<file path="src/rtl/jpeg_bit_unpacker.sv">
// jpeg_bit_unpacker: entropy-coded-segment front end. Takes scan bytes, removes
// 0xFF00 stuffing, detects markers (skipping 0xFF fill bytes) and serialises
// data MSB-first, one bit per request, toward the Huffman decoder.
module jpeg_bit_unpacker (
    input  logic       clk,
    input  logic       rst,
    input  logic [7:0] byte_in,
    input  logic       byte_valid,
    output logic       byte_ready,
    input  logic       bit_req,
    input  logic       marker_clear,
    output logic       next_bit,
    output logic       is_new,
    output logic       marker_found,
    output logic [7:0] marker_code,
    output logic       bits_avail
);

    typedef enum logic [1:0] {
        StShift,
        StFfWait,
        StMarker
    } state_e;

    state_e      state_q, state_d;
    logic [7:0]  shreg_q, shreg_d;
    logic [3:0]  bit_cnt_q, bit_cnt_d;
    logic        next_bit_q, next_bit_d;
    logic        is_new_q, is_new_d;
    logic        marker_found_q, marker_found_d;
    logic [7:0]  marker_code_q, marker_code_d;

    logic        serve;
    logic        xfer;

    // Handshake and bit-serve qualifiers. A byte may load in the same cycle the
    // last held bit leaves, which keeps the bit stream gap-free across bytes.
    always_comb begin
        byte_ready = 1'b0;
        unique case (state_q)
            StShift:  byte_ready = (bit_cnt_q == 4'd0) || ((bit_cnt_q == 4'd1) && bit_req);
            StFfWait: byte_ready = 1'b1;
            StMarker: byte_ready = 1'b0;
            default:  byte_ready = 1'b0;
        endcase
        serve = (state_q == StShift) && bit_req && (bit_cnt_q != 4'd0);
        xfer  = byte_valid && byte_ready;
    end

    // Next-state: bit serving, byte loading, stuffing/fill/marker decode.
    always_comb begin
        state_d        = state_q;
        shreg_d        = shreg_q;
        bit_cnt_d      = bit_cnt_q;
        next_bit_d     = next_bit_q;
        is_new_d       = 1'b0;
        marker_found_d = marker_found_q;
        marker_code_d  = marker_code_q;

        unique case (state_q)
            StShift: begin
                if (serve) begin
                    next_bit_d = shreg_q[7];
                    is_new_d   = 1'b1;
                    shreg_d    = {shreg_q[6:0], 1'b0};
                    bit_cnt_d  = bit_cnt_q - 4'd1;
                end
                if (xfer) begin
                    if (byte_in != 8'hFF) begin
                        shreg_d   = byte_in;
                        bit_cnt_d = 4'd8;
                    end else begin
                        // Hold off loading 0xFF until the following byte says
                        // whether it is stuffed data or a marker prefix.
                        bit_cnt_d = 4'd0;
                        state_d   = StFfWait;
                    end
                end
            end
            StFfWait: begin
                if (xfer) begin
                    if (byte_in == 8'h00) begin
                        shreg_d   = 8'hFF;
                        bit_cnt_d = 4'd8;
                        state_d   = StShift;
                    end else if (byte_in != 8'hFF) begin
                        marker_code_d  = byte_in;
                        marker_found_d = 1'b1;
                        state_d        = StMarker;
                    end
                    // 0xFF here is a fill byte: keep waiting for the marker code.
                end
            end
            StMarker: begin
                if (marker_clear) begin
                    marker_found_d = 1'b0;
                    bit_cnt_d      = 4'd0;
                    state_d        = StShift;
                end
            end
            default: state_d = StShift;
        endcase
    end

    // State and datapath registers with asynchronous reset.
    always_ff @(posedge clk or posedge rst) begin
        if (rst) begin
            state_q        <= StShift;
            shreg_q        <= 8'h00;
            bit_cnt_q      <= 4'd0;
            next_bit_q     <= 1'b0;
            is_new_q       <= 1'b0;
            marker_found_q <= 1'b0;
            marker_code_q  <= 8'h00;
        end else begin
            state_q        <= state_d;
            shreg_q        <= shreg_d;
            bit_cnt_q      <= bit_cnt_d;
            next_bit_q     <= next_bit_d;
            is_new_q       <= is_new_d;
            marker_found_q <= marker_found_d;
            marker_code_q  <= marker_code_d;
        end
    end

    assign next_bit     = next_bit_q;
    assign is_new       = is_new_q;
    assign marker_found = marker_found_q;
    assign marker_code  = marker_code_q;
    assign bits_avail   = (bit_cnt_q != 4'd0);

endmodule

</file>
<file path="config.mk">
export PLATFORM = sky130hd
export DESIGN_NAME = jpeg_bit_unpacker
export DESIGN_NICKNAME = d
export VERILOG_FILES = /design/src/rtl/jpeg_bit_unpacker.sv
export SDC_FILE = /design/constraint.sdc
export NUM_CORES = 1
export LEC_CHECK = 0
export ABC_AREA = 1
export CAP_MARGIN = 20
export CORE_MARGIN = 1.5
export CORE_UTILIZATION = 55
export CTS_BUF_LIST = sky130_fd_sc_hd__clkbuf_8
export DETAILED_ROUTE_END_ITERATION = 16
export PLACE_DENSITY = 0.82
export SLEW_MARGIN = 20
export SYNTH_ARGS = -nofsm -noshare
export SYNTH_HDL_FRONTEND = slang
export SYNTH_SLANG_ARGS = --single-unit
</file>
<file path="constraint.sdc">
create_clock -name clk -period 2 [get_ports clk]
set_input_delay 0.2 -clock clk [delete_from_list [all_inputs] [get_ports clk]]
set_output_delay 0.2 -clock clk [all_outputs]
set_load 0.03 [all_outputs]
</file>
==> metrics.yaml, run 1 <==
status:
  status: "complete, no violations"
timing:
  clock.fmax_mhz: 544
  min_period_ns: 1.84
  grt_setup_unrepaired: "false"
  finalMaxSlewViolations: 0
  slew_headroom: 0.789
  setup_viol: 0
  fin_crit_sh: 0.920
  finalHoldViolCount: 0
  worst_clock_skew_ns: 0.00568
  worst_pin_slew_ns: 0.315
  tns_ns: 0
place:
  globalplace.congestion: 0.896
  hpwl_um: 2370
  placed_cells: 273
  port-buffer-count: 25
grt:
  grt_overflow: 0
  grt_max_degree: 26
  grt_pass1_vias: 1251
  grt_pass1_wl_um: 5370
  track_usage: 0.212
  antenna_found_initial: 0
die:
  start_util: 0.573
  die_x_um: 56.1
  dieArea_mm2: 0.00315
  core_area_mm2: 0.00271
  num_rows: 19
  die_h_um: 56.1
  num_io_pins: 26
pwr:
  max-vdd-ir-drop_v: 0.00129
  pwr-share-clk: 0.094
  swShare: 0.489
  leakage_nw: 0.999
  p_switching_mw: 1.59
  p_per_area_mw_per_mm2: 1720
  p_seq_frac: 0.271
  p_int_mw: 1.66
  finalPower_mw: 3.26
  power_frac_comb: 0.634
logic_synthesis:
  netlist_area_mm2: 0.00155
  ys_types: 24
  ys_seq_area_frac: 0.403
  synth_warnings: 0
  syn_inst: 216
  synth_seq_cells: 25
  synth_nets: 235
  synth.avg_cell_area_um2: 7.19
routing:
  first_pass_iters: 4
  routed_wl_um: 3070
  drc: 0
  antenna_left: 0
  via_per_inst: 4.99
  drt-initial-drc-count: 50
  wl_per_cell_um: 11.1
  via_count: 1383
final_layout:
  syn2layout_area_growth_pct: 22.1
  finalNonFillerCells: 277
  layout_commonest_cell: "nand2_1"
  antenna_cells: 0
  final_cell_mix: "nand2_1, dfrtp_1, clkdlybuf4s50_1, inv_1"
  finalNetCount: 266
  drive_gt1_frac: 0.106
setup_path:
  end_kind: "flip-flop"
  crit_path_start_kind: "flip-flop"
  cp_max_fo: 18
  max_stage_delay_ns: 0.42
  crit_path_frequent_cell: "nand2_1"
  cp_num_buf_inv: 2
  critPathSlowestCell: "dfrtp_1"
  arrival_ns: 2.01
  reg2reg_depth: 9
  cp.depth: 9
  required_ns: 2.17
  path_cells: "inv_1, ha_1, inv_1, nand2_1, nand4_4, nand2_1, nand2_2, nand2_1, nand2_1"
  cp_top_family: "simple AND/OR/NAND/NOR gates"
  critical_path_class: "reg2reg"
clock_tree:
  clk_latency_ns: 0.27
  cts_tree: "built"
  cts-root-buf: "clkbuf_8"
  cts_num_sinks: 25
  path_clk_slew_ns: 0.09
  cts_made_buffers: 3
  h-tree-depth: 1
  cts-hold-fix-buffers: 0
  clockBufferDepth: 2
run:
  drv_cap: 0
worst_hold_path:
  hold_class: "in2async"
==> worst min-delay path: stages <==
cell	delay, ns
clkdlybuf4s50_1	0.39
inv_1	0.05
buf_4	0.30
==> path summary, 6_finish.rpt <==
path | start | to | slack, ns
max | state_q[0]$_DFFE_PP0P_ | shreg_q[3]$_DFFE_PP0P_ | 0.16
min | rst | marker_code[5]$_DFFE_PP0P_ | 0.27
max reg2reg | state_q[0]$_DFFE_PP0P_ | shreg_q[3]$_DFFE_PP0P_ | 0.16
min reg2reg | shreg_q[7]$_DFFE_PP0P_ | next_bit$_DFFE_PP0P_ | 0.48
max in group asynchronous | rst | shreg_q[4]$_DFFE_PP0P_ | 1.50
min in group clk | shreg_q[7]$_DFFE_PP0P_ | next_bit$_DFFE_PP0P_ | 0.48
==> logic make-up after synthesis <==
group,synth area share
AO/OA/AOI/OAI,0.0572
buffers and inverters,0.0886
adder cells (fa/ha/maj),0.0483
flip-flops,0.403
AND/OR/NAND/NOR,0.397
XOR/XNOR,0.00564
==> layer usage <==
metal / part of all wire / vias up / global-route usage
met5: 0 / - / 0
met4: 0.016 / 0 / 0.0850
met3: 0.032 / 5 / 0.0326
met2: 0.47 / 23 / 0.350
met1: 0.48 / 616 / 0.277
li1: - / 739 / -
==> cells in the mapped netlist (all sizes together) <==
cell | n | area (um^2)
o21ai | 16 | 83.8
nor2 | 20 | 95.1
nand4 | 9 | 71.3
or2 | 3 | 21.3
nand2 | 89 | 349
ha | 6 | 75.1
inv | 24 | 90.1
xnor2 | 1 | 8.76
buf | 5 | 43.8
nand3 | 16 | 80.1
clkbuf | 1 | 3.75
dfrtp | 25 | 626
a21oi | 1 | 5.00
==> flip-flops by register name (all words and copies together), names as in the netlist <==
register and cells:
next_bit 1, marker_found 1, is_new 1, shreg_q 8, bit_cnt_q 4, marker_code 8
state_q 2
==> stage by stage <==
step	hold WS, ns	setup WS [ns]	utilization	instance area (um^2)
final	0.266	0.161	0.699	1900
after global routing	0.289	0.0144	0.699	1900
after CTS	0.271	0.0525	0.699	1890
after detailed placement	0.466	0.185	0.681	1840
after global placement	0.460	0.223	0.681	1840
after floorplan	0.227	0.346	-	1550
==> power groups by stage <==
stage | clock network, mW | logic, mW | registers (mW)
after floorplan | 0 | 1.33 | 1.07
after global placement | 0 | 2.01 | 0.898
after detailed placement | 0 | 2.07 | 0.898
after CTS | 0.321 | 2.08 | 0.887
after global routing | 0.341 | 2.30 | 0.913
final | 0.308 | 2.07 | 0.883
==> layout make-up <==
type / count / area (um^2)
clock buffers: 3 / 41.3
repair buffers: 32 / 303
clock inverters: 1 / 7.51
multi-input cells: 161 / 790
flip-flops and latches: 25 / 626
inverters: 24 / 90.1
fillers: 225 / 815
well taps: 31 / 38.8
==> repair_timing <==
item	CTS	global route
setup buffers	0	0
gates resized for setup	0	1
setup endpoints to repair	0	1
Power figures use the tool's default switching activity.
==> inputs of run 2 (changes only) <==
--- a/config.mk
+++ b/config.mk
@@ -5,13 +5,13 @@
 export SDC_FILE = /design/constraint.sdc
 export NUM_CORES = 1
 export LEC_CHECK = 0
-export ABC_AREA = 1
 export CAP_MARGIN = 20
 export CORE_MARGIN = 1.5
-export CORE_UTILIZATION = 55
+export CORE_UTILIZATION = 54
 export CTS_BUF_LIST = sky130_fd_sc_hd__clkbuf_8
 export DETAILED_ROUTE_END_ITERATION = 16
 export PLACE_DENSITY = 0.82
+export REMOVE_ABC_BUFFERS = 1
 export SLEW_MARGIN = 20
 export SYNTH_ARGS = -nofsm -noshare
 export SYNTH_HDL_FRONTEND = slang
==> run 2 against run 1 <==
The run now ends with negative setup slack left. Via count increased by 8.7%. Utilization grew 20 points. Register-to-register slack lost 0.24 ns. Cell count is 15% lower. Design area increased by 19%. Clock power up 6%. Area after synthesis shrank 5.4%. Combinational power fell by 11%. Synthesized cell count decreased by 37%. Sequential share of layout area decreased by 5.3 points. Die area decreased by 3.5%. Worst setup slack got worse by 0.24 ns. Critical endpoint is now byte_ready. Largest cell class unchanged.
==> metrics.yaml, run 2 <==
status:
  status: "complete, but fails checks"
  violations: "negative setup slack"
logic_synthesis:
  synthMuxAreaShare: 0.0826
  async_flop_share: 1.00
  syn_inst: 136
  ys_types: 38
  yosysTopAreaCell: "dfrtp_1"
  synthSimpleGateAreaFrac: 0.168
  synth.area.top_cells: "dfrtp_1, mux2_2, ha_1"
  synth_warnings: 0
  synth_ff_type: "dfrtp_1"
  synth_common_cells: "dfrtp_1, nand2_1, nor2_1"
  yosysTopAreaCellShare: 0.426
  netlist_area_mm2: 0.00147
  synth.most_common_cell: "dfrtp_1"
  synth_xor_area_frac: 0
  synth_seq_cells: 25
  ys_seq_area_frac: 0.426
  synth_fa_ha_area_frac: 0.0511
  synth_top_family_by_area: "compound AO/OA/AOI/OAI gates"
  synth_edf_count: 0
  synth-compound-area-share: 0.239
  synth.avg_cell_area_um2: 10.8
timing:
  finalHoldViolCount: 0
  min_period_ns: 2.08
  fin_crit_sh: 1.04
  clock.fmax_mhz: 481
  worst_pin_slew_ns: 0.349
  slew_headroom: 0.765
  grt_setup_unrepaired: "true"
  holdWs_ns: 0.255
  setup_viol: 17
  worst_clock_skew_ns: 0.0125
  fin_ws_ns: -0.0787
  finalMaxSlewViolations: 0
  tns_ns: -0.863
final_layout:
  finalNetCount: 225
  syn2layout_area_growth_pct: 53.8
  antenna_cells: 0
  finalInstanceArea_mm2: 0.00226
  final_cell_mix: "buf_4, dfrtp_1, clkdlybuf4s50_1, nor2_1, mux2_4"
  layout_commonest_cell: "buf_4"
  drive_gt1_frac: 0.424
clock_tree:
  cts_made_buffers: 3
  cts_num_sinks: 25
  h-tree-depth: 1
  path_clk_slew_ns: 0.10
  cts_tree: "built"
  clockBufferDepth: 2
  clk_latency_ns: 0.29
  cts-root-buf: "clkbuf_8"
  cts-hold-fix-buffers: 0
grt:
  grt_pass1_wl_um: 6110
  grt_overflow: 0
  track_usage: 0.289
  grt_pass1_vias: 1360
  grt_max_degree: 26
  antenna_found_initial: 0
setup_path:
  cp_max_fo: 3
  end_kind: "output port"
  critical_path_class: "reg2out"
  required_ns: 1.80
  arrival_ns: 1.88
  crit_path_start_kind: "flip-flop"
place:
  port-buffer-count: 25
  globalplace.congestion: 0.865
  hpwl_um: 2830
  placed_cell_area_mm2: 0.00202
die:
  num_rows: 18
  die_h_um: 55.2
  die_x_um: 55.2
  start_util: 0.582
  core_area_mm2: 0.00252
  num_io_pins: 26
  dieArea_mm2: 0.00304
pwr:
  finalPower_mw: 2.96
  leakage_nw: 1.06
  max-vdd-ir-drop_v: 0.00106
  p_per_area_mw_per_mm2: 1310
routing:
  via_count: 1503
  first_pass_iters: 5
  drc: 0
  wl_per_cell_um: 21.0
  routed_wl_um: 4930
  antenna_left: 0
  via_per_inst: 6.40
  drt-initial-drc-count: 59
run:
  drv_cap: 0
worst_hold_path:
  hold_class: "in2async"
-- run 2: cell count changes after synthesis, moves of 9 or more --
cell,delta
nand3_1,-16
inv_1,-13
mux2_2,+9
nand2_1,-75
-- run 2: through the flow --
stage,setup slack [ns],cells,utilization
after floorplan,-0.306,132,-
after global placement,-0.193,224,0.799
after detailed placement,-0.215,224,0.799
after CTS,-0.00491,229,0.837
after global routing,-0.150,235,0.896
final,-0.0787,235,0.896
-- run 2: cells by family after synthesis --
kind of cell	count (synthesis)
compound gates	44
simple gates	37
flops	25
buf+inv	13
mux	11
fa+ha+maj	6
-- run 2: per-layer routing --
metal / routed length, um / GRT usage / share of wire
met5: 0 / 0 / 0
met4: 199 / 0.134 / 0.040
met3: 325 / 0.0591 / 0.066
met2: 2450 / 0.516 / 0.50
met1: 1960 / 0.328 / 0.40
-- run 2: worst max-delay path, cell delays in order, from the launching register on --
cell     delay (ns)
dfrtp_1        0.41
inv_2          0.12
ha_4           0.17
a21oi_4        0.04
nor4_4         0.34
or2_4          0.19
buf_4          0.11
buf_4          0.10
buf_6          0.12
-- run 2: path summary, 6_finish.rpt --
path                                               start                    endpoint  slack (ns)  cells past startpoint
worst min register to register    shreg_q[7]$_DFFE_PP0P_      shreg_q[7]$_DFFE_PP0P_        0.50                      1
max in group asynchronous                            rst    bit_cnt_q[0]$_DFFE_PP0P_        1.47                      3
worst max-delay path            bit_cnt_q[1]$_DFFE_PP0P_                  byte_ready       -0.08                      8
worst max register to register  bit_cnt_q[1]$_DFFE_PP0P_  marker_code[3]$_DFFE_PP0P_       -0.08                      8
worst min-delay path                                 rst      shreg_q[2]$_DFFE_PP0P_        0.26                      3
min in group clk                  shreg_q[7]$_DFFE_PP0P_      shreg_q[7]$_DFFE_PP0P_        0.50                      1
-- run 2: where the power goes --
part / leakage (nW) / internal, mW / switching [mW]
registers: 0.319 / 0.669 / 0.120
logic: 0.723 / 0.951 / 0.894
clock network: 0.0217 / 0.142 / 0.185
total: 1.06 / 1.76 / 1.20
-- run 2: repair_timing --
| action | CTS | global route |
|---|---|---|
| setup endpoints to repair | 21 | 21 |
| setup buffers | 1 | 5 |
| gates resized for setup | 10 | 29 |
| endpoints found under the hold margin | 0 | 0 |
| pin swaps | 1 | 16 |
| gates cloned | 0 | 1 |
-- run 2: final cells by class --
type | count | area [um^2]
Timing Repair Buffer | 68 | 594
Multi-Input combinational cell | 99 | 918
Inverter | 9 | 33.8
Clock inverter | 1 | 7.51
Fill cell | 101 | 263
Clock buffer | 3 | 41.3
Sequential cell | 25 | 627
Tap cell | 30 | 37.5
